==> config.mk <==
export PLATFORM = sky130hd
export DESIGN_NAME = score_keeper_flat
export DESIGN_NICKNAME = d
export VERILOG_FILES = /design/src/rtl/score_keeper_if.sv /design/src/rtl/score_keeper.sv /design/src/flat_wrapper.sv
export SDC_FILE = /design/constraint.sdc
export NUM_CORES = 1
export LEC_CHECK = 0
export ABC_AREA = 1
export BUFFER_PORTS_ARGS = -buffer_cell sky130_fd_sc_hd__buf_2
export CORE_AREA = 3 3 85 87
export DETAILED_ROUTE_END_ITERATION = 12
export DIE_AREA = 0 0 88 90
export HOLD_SLACK_MARGIN = 0.03
export PLACE_DENSITY = 0.7
export SLEW_MARGIN = 20
export SYNTH_ARGS = -nofsm -noshare
export SYNTH_HDL_FRONTEND = slang
export SYNTH_SLANG_ARGS = --single-unit
==> constraint.sdc <==
create_clock -name clk -period 3.8 [get_ports clk]
set_clock_uncertainty 0.2 [all_clocks]
set_input_delay 0.38 -clock clk [delete_from_list [all_inputs] [get_ports clk]]
set_output_delay 0.38 -clock clk [all_outputs]
set_load 0.005 [all_outputs]
==> src/rtl/score_keeper_if.sv <==
// Game-side bundle between the playfield logic and the score keeper.
// master = playfield/stimulus side, slave = score keeper.
interface score_keeper_if #(
  parameter int SCORE_W = 7
);
  logic               l_point;
  logic               r_point;
  logic               new_game;
  logic               reset_round;
  logic               game_over;
  logic               winner;
  logic [SCORE_W-1:0] l_score;
  logic [SCORE_W-1:0] r_score;
  logic [6:0]         l_hex1;
  logic [6:0]         l_hex0;
  logic [6:0]         r_hex1;
  logic [6:0]         r_hex0;

  modport master (
    output l_point, r_point, new_game,
    input  reset_round, game_over, winner, l_score, r_score,
           l_hex1, l_hex0, r_hex1, r_hex0
  );

  modport slave (
    input  l_point, r_point, new_game,
    output reset_round, game_over, winner, l_score, r_score,
           l_hex1, l_hex0, r_hex1, r_hex0
  );
endinterface

==> src/rtl/score_keeper.sv <==
// Two-player score keeper: one point per round, win/deuce detection, registered 7-seg digits.
// Point edge in cycle N -> score in N+1, reset_round/game_over in N+2; no backpressure, off-IDLE edges dropped.
module score_keeper #(
  parameter int WIN_SCORE  = 7,
  parameter int WIN_BY_TWO = 0,
  parameter int SCORE_W    = 7
) (
  input logic           clk,
  input logic           reset,
  score_keeper_if.slave sk
);
  typedef enum logic [1:0] {IDLE, CHECK, ROUND, GAME_OVER} state_t;

  localparam logic [SCORE_W-1:0] WIN         = SCORE_W'(WIN_SCORE);
  localparam logic [SCORE_W-1:0] DEUCE_SCORE = SCORE_W'(WIN_SCORE - 1);
  localparam logic [SCORE_W-1:0] ONE         = SCORE_W'(1);
  localparam logic [SCORE_W-1:0] TEN         = SCORE_W'(10);
  localparam logic [SCORE_W:0]   LEAD        = (SCORE_W + 1)'(2);

  state_t             state, state_n;
  logic               l_point_d, r_point_d;
  logic               l_edge, r_edge;
  logic [SCORE_W-1:0] l_score, r_score, l_score_n, r_score_n;
  logic               game_over, game_over_n;
  logic               winner, winner_n;
  logic               l_wins, r_wins, deuce;

  function automatic logic [6:0] seg7(input logic [3:0] d);
    case (d)
      4'd0:    seg7 = 7'b1000000;
      4'd1:    seg7 = 7'b1111001;
      4'd2:    seg7 = 7'b0100100;
      4'd3:    seg7 = 7'b0110000;
      4'd4:    seg7 = 7'b0011001;
      4'd5:    seg7 = 7'b0010010;
      4'd6:    seg7 = 7'b0000010;
      4'd7:    seg7 = 7'b1111000;
      4'd8:    seg7 = 7'b0000000;
      4'd9:    seg7 = 7'b0010000;
      default: seg7 = 7'b1111111;
    endcase
  endfunction

  // {tens, ones}; tens blanked below 10
  function automatic logic [13:0] hex_pair(input logic [SCORE_W-1:0] s);
    logic [6:0] tens;
    tens = (s < TEN) ? 7'b1111111 : seg7(4'(s / TEN));
    hex_pair = {tens, seg7(4'(s % TEN))};
  endfunction

  assign l_edge = sk.l_point & ~l_point_d;
  assign r_edge = sk.r_point & ~r_point_d;

  assign l_wins = (l_score >= WIN) &&
                  ((WIN_BY_TWO == 0) || ({1'b0, l_score} >= {1'b0, r_score} + LEAD));
  assign r_wins = (r_score >= WIN) &&
                  ((WIN_BY_TWO == 0) || ({1'b0, r_score} >= {1'b0, l_score} + LEAD));
  assign deuce  = (WIN_BY_TWO != 0) && (l_score == r_score) && (l_score >= WIN);

  always_comb begin
    state_n     = state;
    l_score_n   = l_score;
    r_score_n   = r_score;
    game_over_n = game_over;
    winner_n    = winner;
    if (sk.new_game) begin
      state_n     = ROUND;
      l_score_n   = '0;
      r_score_n   = '0;
      game_over_n = 1'b0;
      winner_n    = 1'b0;
    end else begin
      case (state)
        IDLE: begin
          if (l_edge && r_edge) begin
            state_n = ROUND;
          end else if (l_edge) begin
            l_score_n = l_score + ONE;
            state_n   = CHECK;
          end else if (r_edge) begin
            r_score_n = r_score + ONE;
            state_n   = CHECK;
          end
        end
        CHECK: begin
          if (l_wins) begin
            state_n     = GAME_OVER;
            game_over_n = 1'b1;
            winner_n    = 1'b0;
          end else if (r_wins) begin
            state_n     = GAME_OVER;
            game_over_n = 1'b1;
            winner_n    = 1'b1;
          end else begin
            // tied at or past the target: drop both back to game point
            if (deuce) begin
              l_score_n = DEUCE_SCORE;
              r_score_n = DEUCE_SCORE;
            end
            state_n = ROUND;
          end
        end
        ROUND:     state_n = IDLE;
        GAME_OVER: state_n = GAME_OVER;
        default:   state_n = ROUND;
      endcase
    end
  end

  always_ff @(posedge clk or posedge reset) begin
    if (reset) begin
      state          <= ROUND;
      l_point_d      <= 1'b0;
      r_point_d      <= 1'b0;
      l_score        <= '0;
      r_score        <= '0;
      game_over      <= 1'b0;
      winner         <= 1'b0;
      sk.reset_round <= 1'b1;
      sk.l_hex1      <= 7'b1111111;
      sk.l_hex0      <= 7'b1000000;
      sk.r_hex1      <= 7'b1111111;
      sk.r_hex0      <= 7'b1000000;
    end else begin
      state          <= state_n;
      l_point_d      <= sk.l_point;
      r_point_d      <= sk.r_point;
      l_score        <= l_score_n;
      r_score        <= r_score_n;
      game_over      <= game_over_n;
      winner         <= winner_n;
      sk.reset_round <= (state_n == ROUND);
      {sk.l_hex1, sk.l_hex0} <= hex_pair(l_score);
      {sk.r_hex1, sk.r_hex0} <= hex_pair(r_score);
    end
  end

  assign sk.l_score   = l_score;
  assign sk.r_score   = r_score;
  assign sk.game_over = game_over;
  assign sk.winner    = winner;
endmodule

==> src/flat_wrapper.sv <==
// flat-port wrapper written by rule: the top's interface ports become plain ports
module score_keeper_flat 
#(
  parameter int WIN_SCORE  = 7,
  parameter int WIN_BY_TWO = 0,
  parameter int SCORE_W    = 7
)
  (clk, reset, sk_l_point, sk_r_point, sk_new_game, sk_reset_round, sk_game_over, sk_winner, sk_l_score, sk_r_score, sk_l_hex1, sk_l_hex0, sk_r_hex1, sk_r_hex0);
  score_keeper_if #(.SCORE_W(SCORE_W)) sk_i ();
  input logic clk;
  input logic reset;
  input wire logic [$bits(sk_i.l_point)-1:0] sk_l_point;
  input wire logic [$bits(sk_i.r_point)-1:0] sk_r_point;
  input wire logic [$bits(sk_i.new_game)-1:0] sk_new_game;
  output wire logic [$bits(sk_i.reset_round)-1:0] sk_reset_round;
  output wire logic [$bits(sk_i.game_over)-1:0] sk_game_over;
  output wire logic [$bits(sk_i.winner)-1:0] sk_winner;
  output wire logic [$bits(sk_i.l_score)-1:0] sk_l_score;
  output wire logic [$bits(sk_i.r_score)-1:0] sk_r_score;
  output wire logic [$bits(sk_i.l_hex1)-1:0] sk_l_hex1;
  output wire logic [$bits(sk_i.l_hex0)-1:0] sk_l_hex0;
  output wire logic [$bits(sk_i.r_hex1)-1:0] sk_r_hex1;
  output wire logic [$bits(sk_i.r_hex0)-1:0] sk_r_hex0;
  assign sk_i.l_point = sk_l_point;
  assign sk_i.r_point = sk_r_point;
  assign sk_i.new_game = sk_new_game;
  assign sk_reset_round = sk_i.reset_round;
  assign sk_game_over = sk_i.game_over;
  assign sk_winner = sk_i.winner;
  assign sk_l_score = sk_i.l_score;
  assign sk_r_score = sk_i.r_score;
  assign sk_l_hex1 = sk_i.l_hex1;
  assign sk_l_hex0 = sk_i.l_hex0;
  assign sk_r_hex1 = sk_i.r_hex1;
  assign sk_r_hex0 = sk_i.r_hex0;
  score_keeper #(.WIN_SCORE(WIN_SCORE), .WIN_BY_TWO(WIN_BY_TWO), .SCORE_W(SCORE_W)) u_core (.clk(clk), .reset(reset), .sk(sk_i));
endmodule
; Yosys cells after proc, flatten, opt, wreduce, memory -nomap -nowiden
; Memory sizes are Yosys's and may differ from the RTL's. A register that Yosys moved wholly into a read port is not among the register bits.
; Index checks and enable logic that the tools add are counted.
[totals]
regBits = 35
latchBits = 0
ramBits = 0
rom_bits = 448
wordCells = 69
mem_count = 4
[classes]
add_sub_neg = 2
multipliers = 0
div = 4
n_lt_le_gt_ge = 4
n_eq_ne = 6
shifts = 0
mux = 25
bitwise = 4
n_reduce_logical = 10
[mem_list]
columns = memory, words, width, rd, rd_clocked_by_memory_dff, wr, line
row1 = (name not given), 16, 7, 1, 0, 0, score_keeper.sv:29  ; case (d)
row2 = (name not given), 16, 7, 1, 1, 0, score_keeper.sv:29
row3 = (name not given), 16, 7, 1, 0, 0, score_keeper.sv:29
row4 = (name not given), 16, 7, 1, 1, 0, score_keeper.sv:29
[ops]
columns = operator, count
row1 = 7-bit two-way mux, 11
row2 = 7-bit by 1-bit adder with 7-bit output (second input constant), 2
row3 = 7-bit by 4-bit divider with 7-bit output (second input constant), 2
row4 = 7-bit by 3-bit greater-or-equal comparator with 1-bit output (second input constant), 2
row5 = 7-bit by 4-bit < comparator with 1-bit output (second input constant), 2
row6 = 7-bit by 4-bit remainder unit with 7-bit output (second input constant), 2
row7 = 2-bit two-way mux, 5
row8 = 1-bit two-way mux, 8
row9 = 2-bit one-hot mux with 4 select lines, 1
row10 = 2-bit nonzero test, 4
row11 = 2-bit equality test (second input constant), 3
row12 = 2-bit inequality test (second input constant), 2
row13 = 4-bit AND reduction, 1
row14 = 3-bit AND reduction, 1
row15 = 3-bit nonzero test, 1
row16 = 1-bit bitwise AND, 2
row17 = 2-bit by 1-bit equality test with 1-bit output (second input constant), 1
row18 = 2-bit zero test, 1
row19 = 1-bit inverter, 2
row20 = 2-bit AND reduction, 1
row21 = 1-bit logical AND, 1

; Depth between registers and ports, before layout
; Gate-level depths: netlist of run 1.
[logic_depth]
depth_word = 8
ltp_mapped = 28

; Least setup slack after synthesis of run 1
; Ideal clock, no wire load.
[synth_path]
path_type = flip-flop to flip-flop
start = register u_core.l_score[5] (netlist: u_core.sk.l_score[5])
end = register u_core.sk.l_hex0[3] in the netlist's numbering
setup_time_ns = 0.117
t_arrival_ns = 2.986
required_time_ns = 3.483
setup_slack_ns = 0.496
path_stages_with_launch = 26
synth_period_minus_slack_ns = 3.304
cell_sequence = dfrtp_1 inv_1 ha_1 o21ai_2 nand2_1 nand3_1 nand2_2 nand2_4 nand2_2 nand3_2 nand2_2 nand2_2 nand2_2 nand2_1 inv_2 ha_1 inv_1 nand3_2 nand3_4 nand2_1 nand2_1 ha_1 inv_1 nand3_1 nand3_1 nand2_1
[synth_via]
elab_chain_cells = 1
[synth_rtl]
columns = element, line
row1 = from (decl), score_keeper.sv:23  ; logic [SCORE_W-1:0] l_score, r_score, l_score_n, r_score_n;
row2 = from (signal assigned), score_keeper.sv:128  ; l_score <= l_score_n;
row3 = 7-bit by 4-bit remainder unit with 7-bit output, score_keeper.sv:48  ; hex_pair = {tens, seg7(4'(s % TEN))};
row4 = to (decl), score_keeper_if.sv:28  ; l_hex1, l_hex0, r_hex1, r_hex0
; No other way between the ends.
; A chain may end at the register's enable or synchronous reset.

; Final worst setup path of run 1
; Same ends and word-level chain as after synthesis.

==> reports/metrics.csv, run 1 <==
metric,value,unit
min Tclk post-route,3.453,ns
"antenna viol nets, final",0,
Switch Pwr,0.2216,mW
via count,2822,
worst vdd ir,0.1427,mV
Slew Limit Headroom,44.84,%
First-pass DRT Iterations,4,
Final Wtd Congestion,0.8558,
Worst-path clk slew,0.09,ns
Startpoint Class,register,
cell taking the most area after synthesis,dfrtp_1,
sequential share of power,57.4,%
"top cells by count, synth","nand2_1, inv_1, nand3_1",
Die X,88,µm
post-synthesis cell count,412,
Pins Over Slew Limit,0,
syn_area_per_cell,7.850,µm²
predominant post-synthesis flop cell,dfrtp_1,
Sinks on Clock Net,49,
Area contributors post-synth,"dfrtp_1, dfstp_2, ha_1",
Synth async-reset ratio,100.0,%
final hold violation count,0,
Post-synth EDFFs,0,
Setup TNS Final,0,ns
part of the power in the clock network,35.1,%
CTS Buf Count,5,
worst-case clock buffer depth,2,
fraction of layout cells with a size suffix above 1,26.60,%
CTS root buf,clkbuf_8,
yosys warns,0,
WS Path Type,register to register,
H-tree Lvls,2,
Pwr Total,0.9487,mW
Max Fclk,289.6,MHz
CP arrival,3.45,ns
"FF+latch count, synth",49,
largest net degree at the start of global routing,50,
unrepaired setup endpoints after global routing,no,
Port Buffers,49,
Clock Latency Late Sink,0.30,ns
Reg area,1251,µm²
starting density of the core,50.36,%
WL final,6.817,mm
All-Layer GR Usage,18.16,%
layout filler cell count,603,
final setup fails,0,
drt first-iter violations,141,
grt ovf,0,
MaxCap Viol Count,0,
status,"complete, no violations",
layout net count,506,
P_leak,2.029,nW
Multi-input gate area,1759,µm²
Synth Cell Area,3234,µm²
post-DP HPWL,5.296,mm
pwr dens,254.7,nW/µm²
CP required,3.80,ns
Hold Path Class,input pin to async pin,
Avg WL per Cell,12.46,µm
WHS,0.007827,ns
crit-path max FO,9,
switching part of the total power,23.36,%
Int Power,0.7271,mW
period utilisation layout,90.86,%
Mapped Nets,449,
top-count cell post-synth,nand2_1,
Vias/cell,5.159,
Slew @ Worst Pin,0.8265,ns
global-route wire length before repair,11.89,mm
Synth top area share,23.98,%
CORE AREA,6422,µm²
Gate power share,7.5,%
post-synthesis sequential area ratio,38.61,%
CP Capture Type,register,
vias in the first global route,2700,
initial antenna violation count,0,
Rows,29,
die height,90,µm
die area,7920,µm²
post-synthesis cell type count,30,
I/O pin count,50,
# DRC,0,
ANT cells,0,
Layout area overhead,15.16,%
TritonCTS clock tree,yes,
[sequential cells by signal, indices dropped and copies added, names as in the netlist]
name / cells
u_core.l_point_d: 1
u_core.r_point_d: 1
u_core.sk.game_over: 1
u_core.sk.l_hex0: 7
u_core.sk.l_hex1: 7
u_core.sk.l_score: 7
u_core.sk.r_hex0: 7
u_core.sk.r_hex1: 7
u_core.sk.r_score: 7
u_core.sk.reset_round: 1
u_core.sk.winner: 1
u_core.state: 2
[power groups by stage]
stage | registers, mW | clock network (mW) | logic (mW)
after global placement | 0.554 | 0 | 0.0687
after detailed placement | 0.554 | 0 | 0.0704
after CTS | 0.545 | 0.343 | 0.0722
after global routing | 0.547 | 0.366 | 0.0838
after floorplan | 0.555 | 0 | 0.0445
final | 0.545 | 0.333 | 0.0710
[path summary, 6_finish.rpt]
kind                                                  start                               end  slack, ns  cells after the start
setup / recovery           u_core.sk.l_score[5]$_DFFE_PP0P_     u_core.sk.l_hex0[3]$_DFF_PP0_       0.35                     24
hold / removal                                        reset  u_core.sk.r_score[6]$_DFFE_PP0P_      0.008                      2
setup reg to reg           u_core.sk.l_score[5]$_DFFE_PP0P_     u_core.sk.l_hex0[3]$_DFF_PP0_       0.35                     24
hold reg to reg             u_core.sk.game_over$_DFFE_PP0P_   u_core.sk.game_over$_DFFE_PP0P_       0.36                      2
max in group asynchronous                             reset  u_core.sk.l_score[5]$_DFFE_PP0P_       2.85                      2
min in group clk                                sk_new_game  u_core.sk.l_score[1]$_DFFE_PP0P_       0.18                      2
[logic make-up (layout without fill, tap and decap cells)]
logic type	count (synthesis)	after routing	share of synthesized area [%]
AO/OA/AOI/OAI	57	57	9.788
XOR/XNOR	1	1	0.2708
adder cells (fa/ha/maj)	32	32	12.38
buffers and inverters	65	123	7.543
flip-flops	49	49	38.61
AND/OR/NAND/NOR	208	208	31.41
[layout by cell type (no fill, tap or decap), types with 2 or more instances in the layout]
| cell type | n |
|---|---|
| nand3_1 | 47 |
| nand2_2 | 17 |
| a21oi_1 | 18 |
| buf_2 | 49 |
| clkbuf_8 | 7 |
| dfstp_2 | 18 |
| o21ai_0 | 24 |
| a211oi_1 | 3 |
| o21ai_2 | 3 |
| nor2_4 | 2 |
| o21ai_1 | 4 |
| inv_1 | 51 |
| nand3b_1 | 3 |
| nand2_1 | 91 |
| nand3_4 | 2 |
| nand2_4 | 5 |
| nor2_1 | 26 |
| dlygate4sd3_1 | 2 |
| dfrtp_1 | 29 |
| nor4_1 | 3 |
| clkinv_2 | 2 |
| nand4_1 | 3 |
| ha_1 | 31 |
| inv_2 | 9 |
| nand3_2 | 3 |
| buf_4 | 2 |
| dfrtp_2 | 2 |
| nor3_1 | 4 |
[area by class of cell]
type                            instances  share of cell area, %
Clock buffer                            7                  2.586
Clock inverter                          1                 0.1344
Inverter                               62                  6.349
Multi-Input combinational cell        298                  47.23
Sequential cell                        49                  33.59
Tap cell                               77                  2.586
Timing Repair Buffer                   53                  7.524
[critical path, stage by stage, from the launching register on]
cell,delay [ns]
dfrtp_2,0.48
inv_4,0.11
ha_2,0.21
o21ai_4,0.09
o21ai_2,0.33
nand2_4,0.13
nand2_1,0.07
nand2_1,0.07
inv_2,0.06
nand2_2,0.06
nand2_2,0.13
nand2_2,0.07
nand2_1,0.07
inv_2,0.05
ha_1,0.17
inv_1,0.11
nand3_4,0.12
nand3_4,0.13
nand2_1,0.06
nand2_1,0.11
ha_1,0.24
inv_1,0.05
nand3_1,0.09
nand3_1,0.10
nand2_1,0.05
[timing repair]
item	CTS	global route
endpoints found under the setup margin	0	8
buffers inserted	0	2
endpoints found under the hold margin	2	0
hold buffers	2	0
resized for setup	0	7
[layer usage]
layer | vias to the layer above | GRT usage (%) | share of wire (%)
li1 | 1446 | - | -
met1 | 1325 | 22.34 | 44
met2 | 42 | 32.10 | 51
met3 | 9 | 3.108 | 3.4
met4 | 0 | 4.859 | 1.7
met5 | - | 0 | 0
[per-stage QoR]
step / instances / utilization (%) / worst slack, ns / instance area [µm²]
finish: 547 / 58.00 / 0.3472 / 3725
global route: 547 / 58.00 / 0.03058 / 3725
CTS: 545 / 57.39 / 0.1369 / 3686
detailed placement: 535 / 55.50 / 0.1550 / 3565
global placement: 535 / 55.50 / 0.3109 / 3565
floorplan: 412 / - / 0.4963 / 3234
Note: power is estimated with default switching activity, not from simulation.
==> run 2: changes to the inputs <==
CORE_AREA = 3 3 108 110   (was 3 3 85 87)
DIE_AREA = 0 0 111 113   (was 0 0 88 90)
PLACE_DENSITY = unset   (was 0.7)
SETUP_SLACK_MARGIN = 0.4   (was unset)
==> run 2 against run 1 <==
The run now ends with hold timing left; wire length increased by 11%; highest routed layer unchanged; largest cell class unchanged; fmax up 7.5%; via count increased by 3.6%; global-route usage shrank 6.2 points.
==> reports/metrics.csv, run 2 (synthesis results as in run 1) <==
metric,value,unit,change
grt ovf,0,,unchanged
pwr dens,234.4,nW/µm²,was 254.7 nW/µm²
Port Buffers,49,,unchanged
"antenna viol nets, final",0,,unchanged
unrepaired setup endpoints after global routing,yes,,was no
Pins Over Slew Limit,0,,unchanged
final hold violation count,11,,was 0
die area,12540,µm²,was 7920 µm²
Max Fclk,311.4,MHz,was 289.6 MHz
via count,2924,,was 2822
post-DP HPWL,5.607,mm,was 5.296 mm
CORE AREA,10790,µm²,was 6422 µm²
status,"complete, but fails checks",,"was complete, no violations"
Worst-path clk slew,0.10,ns,was 0.09 ns
period utilisation layout,84.52,%,was 90.86%
"leading cell type in the layout, fill and taps excluded",nand2_1,,unchanged
First-pass DRT Iterations,4,,unchanged
CTS Buf Count,5,,unchanged
drt first-iter violations,116,,was 141
CP required,3.81,ns,was 3.80 ns
Slew @ Worst Pin,0.8080,ns,was 0.8265 ns
min Tclk post-route,3.212,ns,was 3.453 ns
Startpoint Class,register,,unchanged
# DRC,0,,unchanged
GRT met2 Usage,22.37,%,was 32.10%
layout filler cell count,1112,,was 603
M3 GR Usage,2.727,%,was 3.108%
Clock Latency Late Sink,0.31,ns,was 0.30 ns
Die X,111,µm,was 88 µm
All-Layer GR Usage,11.98,%,was 18.16%
H-tree Lvls,2,,unchanged
die height,113,µm,was 90 µm
worst vdd ir,0.1419,mV,was 0.1427 mV
TritonCTS clock tree,yes,,unchanged
layout net count,526,,was 506
highest-count cells in the layout ignoring fill and taps,"nand2_1, buf_2, inv_1",,"was nand2_1, inv_1, buf_2"
crit-path max FO,6,,was 9
Setup TNS Final,0,ns,unchanged
WHS,-0.009790,ns,was 0.007827 ns
worst-case clock buffer depth,2,,unchanged
Final Wtd Congestion,0.8600,,was 0.8558
initial antenna violation count,0,,unchanged
Rows,38,,was 29
MaxCap Viol Count,0,,unchanged
fraction of layout cells with a size suffix above 1,33.67,%,was 26.60%
ANT cells,0,,unchanged
largest net degree at the start of global routing,50,,unchanged
Reg area,1256,µm²,was 1251 µm²
Layout area overhead,25.76,%,was 15.16%
final setup fails,0,,unchanged
global-route wire length before repair,12.59,mm,was 11.89 mm
Multi-input gate area,1864,µm²,was 1759 µm²
M1 GR Usage,12.97,%,was 22.34%
WS Path Type,register to register,,unchanged
Pwr Total,0.9536,mW,was 0.9487 mW
WL final,7.538,mm,was 6.817 mm
vias in the first global route,2880,,was 2700
CP arrival,3.22,ns,was 3.45 ns
starting density of the core,29.97,%,was 50.36%
CTS root buf,clkbuf_8,,unchanged
Hold Path Class,input pin to async pin,,unchanged
Vias/cell,4.641,,was 5.159
GR peak layer,met2,,unchanged
Avg WL per Cell,11.97,µm,was 12.46 µm
P_leak,2.189,nW,was 2.029 nW
Slew Limit Headroom,46.07,%,was 44.84%
Finished Core Util,37.69,%,was 58.00%
CP Capture Type,register,,unchanged
failing checks,hold timing,,
I/O pin count,50,,unchanged
Sinks on Clock Net,49,,unchanged
run 2: final timing paths:
path	end	slack [ns]	start	cells past startpoint
setup / recovery	u_core.sk.l_hex0[0]$_DFF_PP0_	0.59	u_core.sk.l_score[4]$_DFFE_PP0P_	25
hold / removal	u_core.sk.l_score[5]$_DFFE_PP0P_	-0.01	reset	2
setup reg to reg	u_core.sk.l_hex0[0]$_DFF_PP0_	0.59	u_core.sk.l_score[4]$_DFFE_PP0P_	25
hold reg to reg	u_core.sk.game_over$_DFFE_PP0P_	0.35	u_core.sk.game_over$_DFFE_PP0P_	2
max in group asynchronous	u_core.sk.r_score[6]$_DFFE_PP0P_	2.89	reset	2
min in group clk	u_core.sk.game_over$_DFFE_PP0P_	0.15	sk_new_game	2
run 2: cell type report:
type	instances	share of cell area, %
clock inverters	2	0.4306
flip-flops and latches	49	30.88
inverters	62	5.814
repair buffers	73	10.70
clock buffers	6	2.030
well taps	140	4.306
multi-input cells	298	45.83
run 2: routing by layer:
metal	routed length (µm)	share of wire, %	vias to the layer above
met4	207	2.7	0
met5	0	0	-
met2	3853	51	60
li1	-	-	1485
met3	340	4.5	16
met1	3137	42	1363
run 2: timing repair:
item,CTS,global route
setup endpoints to repair,13,24
gates resized for setup,8,30
setup buffers,6,16
endpoints found under the hold margin,2,0
pin swaps,2,13
hold buffers,2,0
run 2: per-stage QoR:
step / std cells / worst slack, ns / instance area [µm²]
after floorplan: 412 / 0.4963 / 3234
after global placement: 598 / 0.3272 / 3643
after detailed placement: 598 / 0.1363 / 3643
after CTS: 614 / 0.4245 / 3841
after global routing: 630 / 0.3659 / 4068
final: 630 / 0.5884 / 4068
run 2: worst max-delay path: stages, from the launching register on:
cell and delay, ns:
dfrtp_2 0.47, ha_4 0.19, o21ai_4 0.24, nand2_2 0.11, nand3_4 0.08, nand2_4 0.08, nand2_4 0.09, nand2_2 0.07
nand3_4 0.11, nand2_4 0.07, nand2_4 0.10, nand2_2 0.07, nand2_1 0.07, inv_2 0.04, ha_1 0.18, inv_2 0.08
nand3_4 0.10, nand3_4 0.10, inv_2 0.07, nand2_2 0.06, nand2_2 0.08, ha_1 0.18, inv_1 0.05, nand3_1 0.07
nand3_1 0.09, nand2_1 0.05
run 2: power by group:
part | switching, mW | internal (mW)
Clock | 0.185 | 0.151
Sequential | 0.00829 | 0.537
Combinational | 0.0459 | 0.0254
==> run 3: changes to the inputs <==
ABC_AREA = 0   (was 1)
CORE_AREA = 3 3 112 114   (was 3 3 108 110)
DIE_AREA = 0 0 115 117   (was 0 0 111 113)
clock period = 2.7 ns   (was 3.8 ns; I/O delays follow)
==> run 3 against run 2 <==
Design area is 37% higher; flip-flop and latch count unchanged; largest cell class unchanged; global-route usage increased by 2.2 points; wire length increased by 27%; the run ends with setup timing left; sequential share of layout area decreased by 8.3 points; cell count rose by 5.9%; critical path depth down 10; setup slack worse by 1.3 ns.
==> reports/metrics.csv, run 3 <==
metric,value,unit,change
crit-path max FO,5,,was 6
"leading cell type in the layout, fill and taps excluded",buf_4,,was nand2_1
"top cells by count, synth","nor2_1, ha_1, dfrtp_1, nand2_1, o21ai_0",,"was nand2_1, inv_1, nand3_1"
post-DP HPWL,6.673,mm,was 5.607 mm
die area,13460,µm²,was 12540 µm²
# DRC,0,,unchanged
main combinational cell family by area after synthesis,compound AO/OA/AOI/OAI gates,,was simple AND/OR/NAND/NOR gates
"antenna viol nets, final",0,,unchanged
First-pass DRT Iterations,4,,unchanged
Slew Limit Headroom,48.89,%,was 46.07%
Vias/cell,4.883,,was 4.641
unrepaired setup endpoints after global routing,yes,,unchanged
highest-count cells in the layout ignoring fill and taps,"buf_4, buf_2, nor2_1",,"was nand2_1, buf_2, inv_1"
XOR/XNOR share of the synthesized area,4.808,%,was 0.2708%
top-count cell post-synth,nor2_1,,was nand2_1
status,"complete, but fails checks",,unchanged
Layout area overhead,60.48,%,was 25.76%
Final Wtd Congestion,0.8423,,was 0.8600
vias in the first global route,3358,,was 2880
r2r startpoint,u_core.sk.l_score[4]$_DFFE_PP0P_,,unchanged
grt ovf,0,,unchanged
post-route cell area,5554,µm²,was 4068 µm²
Pins Over Slew Limit,0,,unchanged
worst-case clock buffer depth,2,,unchanged
post-synthesis cell count,381,,was 412
fraction of layout cells with a size suffix above 1,56.11,%,was 33.67%
WS Path Type,register to register,,unchanged
ANT cells,0,,unchanged
die height,117,µm,was 113 µm
H-tree Lvls,2,,unchanged
CP Capture Type,register,,unchanged
failing checks,setup timing,,was hold timing
Rows,39,,was 38
CTS Buf Count,5,,unchanged
CTS root buf,clkbuf_16,,was clkbuf_8
layout net count,560,,was 526
CP required,2.71,ns,was 3.81 ns
compound-gate portion of the synthesized area,18.76,%,was 9.787%
drt first-iter violations,137,,was 116
P_leak,2.516,nW,was 2.189 nW
Synth Area in Adders,11.57,%,was 12.38%
Slew @ Worst Pin,0.7656,ns,was 0.8080 ns
Avg WL per Cell,14.34,µm,was 11.97 µm
Die X,115,µm,was 111 µm
Mapped Nets,418,,was 449
final hold violation count,0,,was 11
syn_area_per_cell,9.084,µm²,was 7.850 µm²
All-Layer GR Usage,14.20,%,was 11.98%
"FF+latch count, synth",49,,unchanged
MaxCap Viol Count,0,,unchanged
post-synthesis cell type count,62,,was 30
TritonCTS clock tree,yes,,unchanged
Reg2Reg Setup Slack,-0.72,ns,was 0.59 ns
WL final,9.566,mm,was 7.538 mm
CP arrival,3.43,ns,was 3.22 ns
layout filler cell count,1035,,was 1112
FF-to-FF path depth,15,,was 25
predominant post-synthesis flop cell,dfrtp_1,,unchanged
worst vdd ir,0.2337,mV,was 0.1419 mV
placed standard-cell area,4591,µm²,was 3643 µm²
WHS,0.1188,ns,was -0.009790 ns
Port Buffers,49,,unchanged
Place WS,-0.7465,ns,was 0.1363 ns
period utilisation layout,126.6,%,was 84.52%
Synth Cell Area,3461,µm²,was 3234 µm²
Synth async-reset ratio,100.0,%,unchanged
Crit Reg-Reg Endpoint,u_core.sk.l_hex0[4]$_DFF_PP0_,,was u_core.sk.l_hex0[0]$_DFF_PP0_
largest net degree at the start of global routing,37,,was 50
proportion of synthesized area in mux cells,4.483,%,was 0%
final setup fails,15,,was 0
Sinks on Clock Net,49,,unchanged
Max Fclk,292.7,MHz,was 311.4 MHz
Synth top area share,22.42,%,was 23.98%
Final WS setup,-0.7169,ns,was 0.5884 ns
global-route wire length before repair,15.73,mm,was 12.59 mm
Hold Startpoint,sk_r_point,,
WHS Path Cells,3,,
post-synthesis sequential area ratio,36.08,%,was 38.61%
Post-synth EDFFs,0,,unchanged
Clock Latency Late Sink,0.29,ns,was 0.31 ns
Hold Path Class,input pin to register,,was input pin to async pin
pwr dens,284.3,nW/µm²,was 234.4 nW/µm²
yosys warns,0,,unchanged
Startpoint Class,register,,unchanged
"non-filler cells, final",667,,was 630
CORE AREA,11520,µm²,was 10790 µm²
cell taking the most area after synthesis,dfrtp_1,,unchanged
DP Cell Count,632,,was 598
initial antenna violation count,0,,unchanged
WHS Endpoint,u_core.state[1]$_DFF_PP1_,,
starting density of the core,30.05,%,was 29.97%
I/O pin count,50,,unchanged
Post-Synth Simple-Gate Area,18.73,%,was 31.41%
via count,3257,,was 2924
Area contributors post-synth,"dfrtp_1, dfstp_2, ha_1",,unchanged
min Tclk post-route,3.417,ns,was 3.212 ns
Worst-path clk slew,0.07,ns,was 0.10 ns
-- run 3: how the worst max path moves through the flow --
stage                     cells after the start  slack [ns]                             to                              from
after floorplan                              17       -0.76  u_core.sk.l_hex0[4]$_DFF_PP0_  u_core.sk.l_score[4]$_DFFE_PP0P_
after global placement                       15       -0.66  u_core.sk.l_hex0[4]$_DFF_PP0_  u_core.sk.l_score[4]$_DFFE_PP0P_
after detailed placement                     16       -0.75  u_core.sk.l_hex0[4]$_DFF_PP0_  u_core.sk.l_score[4]$_DFFE_PP0P_
after CTS                                    16       -0.67  u_core.sk.l_hex0[4]$_DFF_PP0_  u_core.sk.l_score[4]$_DFFE_PP0P_
after global routing                         16       -0.84  u_core.sk.l_hex0[3]$_DFF_PP0_  u_core.sk.l_score[4]$_DFFE_PP0P_
final                                        15       -0.72  u_core.sk.l_hex0[4]$_DFF_PP0_  u_core.sk.l_score[4]$_DFFE_PP0P_
-- run 3: logic make-up after synthesis --
logic type      Yosys count
simple gates            129
compound gates           97
flops                    49
buf+inv                  40
fa+ha+maj                32
xor+xnor                 19
mux                      15
-- run 3: routing by layer --
metal | part of all wire [%] | global-route usage (%)
met3 | 2.3 | 1.851
met2 | 54 | 27.04
met4 | 1.8 | 4.069
met1 | 42 | 16.58
met5 | 0 | 0
-- run 3: worst max-delay path: stages (launching register included) --
cell and delay, ns:
dfrtp_2 0.45, ha_4 0.20, a21o_4 0.23, a32oi_4 0.28
nor4_2 0.06, a311oi_1 0.34, and2_4 0.22, ha_4 0.14
inv_2 0.04, a31o_4 0.21, a21oi_4 0.18, xnor2_2 0.15
inv_2 0.09, ha_4 0.17, mux2_4 0.26, a22oi_2 0.11
-- run 3: layout make-up --
cell class / instances / area [µm²] / share of cell area [%]
Tap cell: 143 / 178.9 / 3.221
Multi-Input combinational cell: 292 / 2709 / 48.77
Clock inverter: 2 / 38.79 / 0.6984
Sequential cell: 49 / 1256 / 22.62
Clock buffer: 6 / 128.9 / 2.320
Timing Repair Buffer: 154 / 1146 / 20.64
Inverter: 21 / 96.34 / 1.735
-- run 3: report_power, final --
group          switching (mW)  internal (mW)
clock                   0.274          0.439
combinational          0.0592         0.0457
sequential            0.00889          0.752
total                   0.342           1.24
-- run 3: per-stage QoR --
step / setup TNS [ns] / total power, mW / utilization [%]
2_1_floorplan: -7.636 / 0.8249 / -
3_3_place_gp: -7.882 / 0.8605 / 39.86
3_5_place_dp: -9.093 / 0.8633 / 39.86
4_1_cts: -7.695 / 1.602 / 46.40
5_1_grt: -10.96 / 1.639 / 48.23
6_report: -8.310 / 1.579 / 48.23
-- run 3: what timing repair did --
| item | CTS | global route |
|---|---|---|
| resized for setup | 86 | 40 |
| setup endpoints to repair | 29 | 29 |
| hold endpoints to repair | 33 | 0 |
| setup buffers | 16 | 7 |
| pin swaps | 29 | 37 |
| cloned | 1 | 0 |
| hold buffers | 3 | 0 |
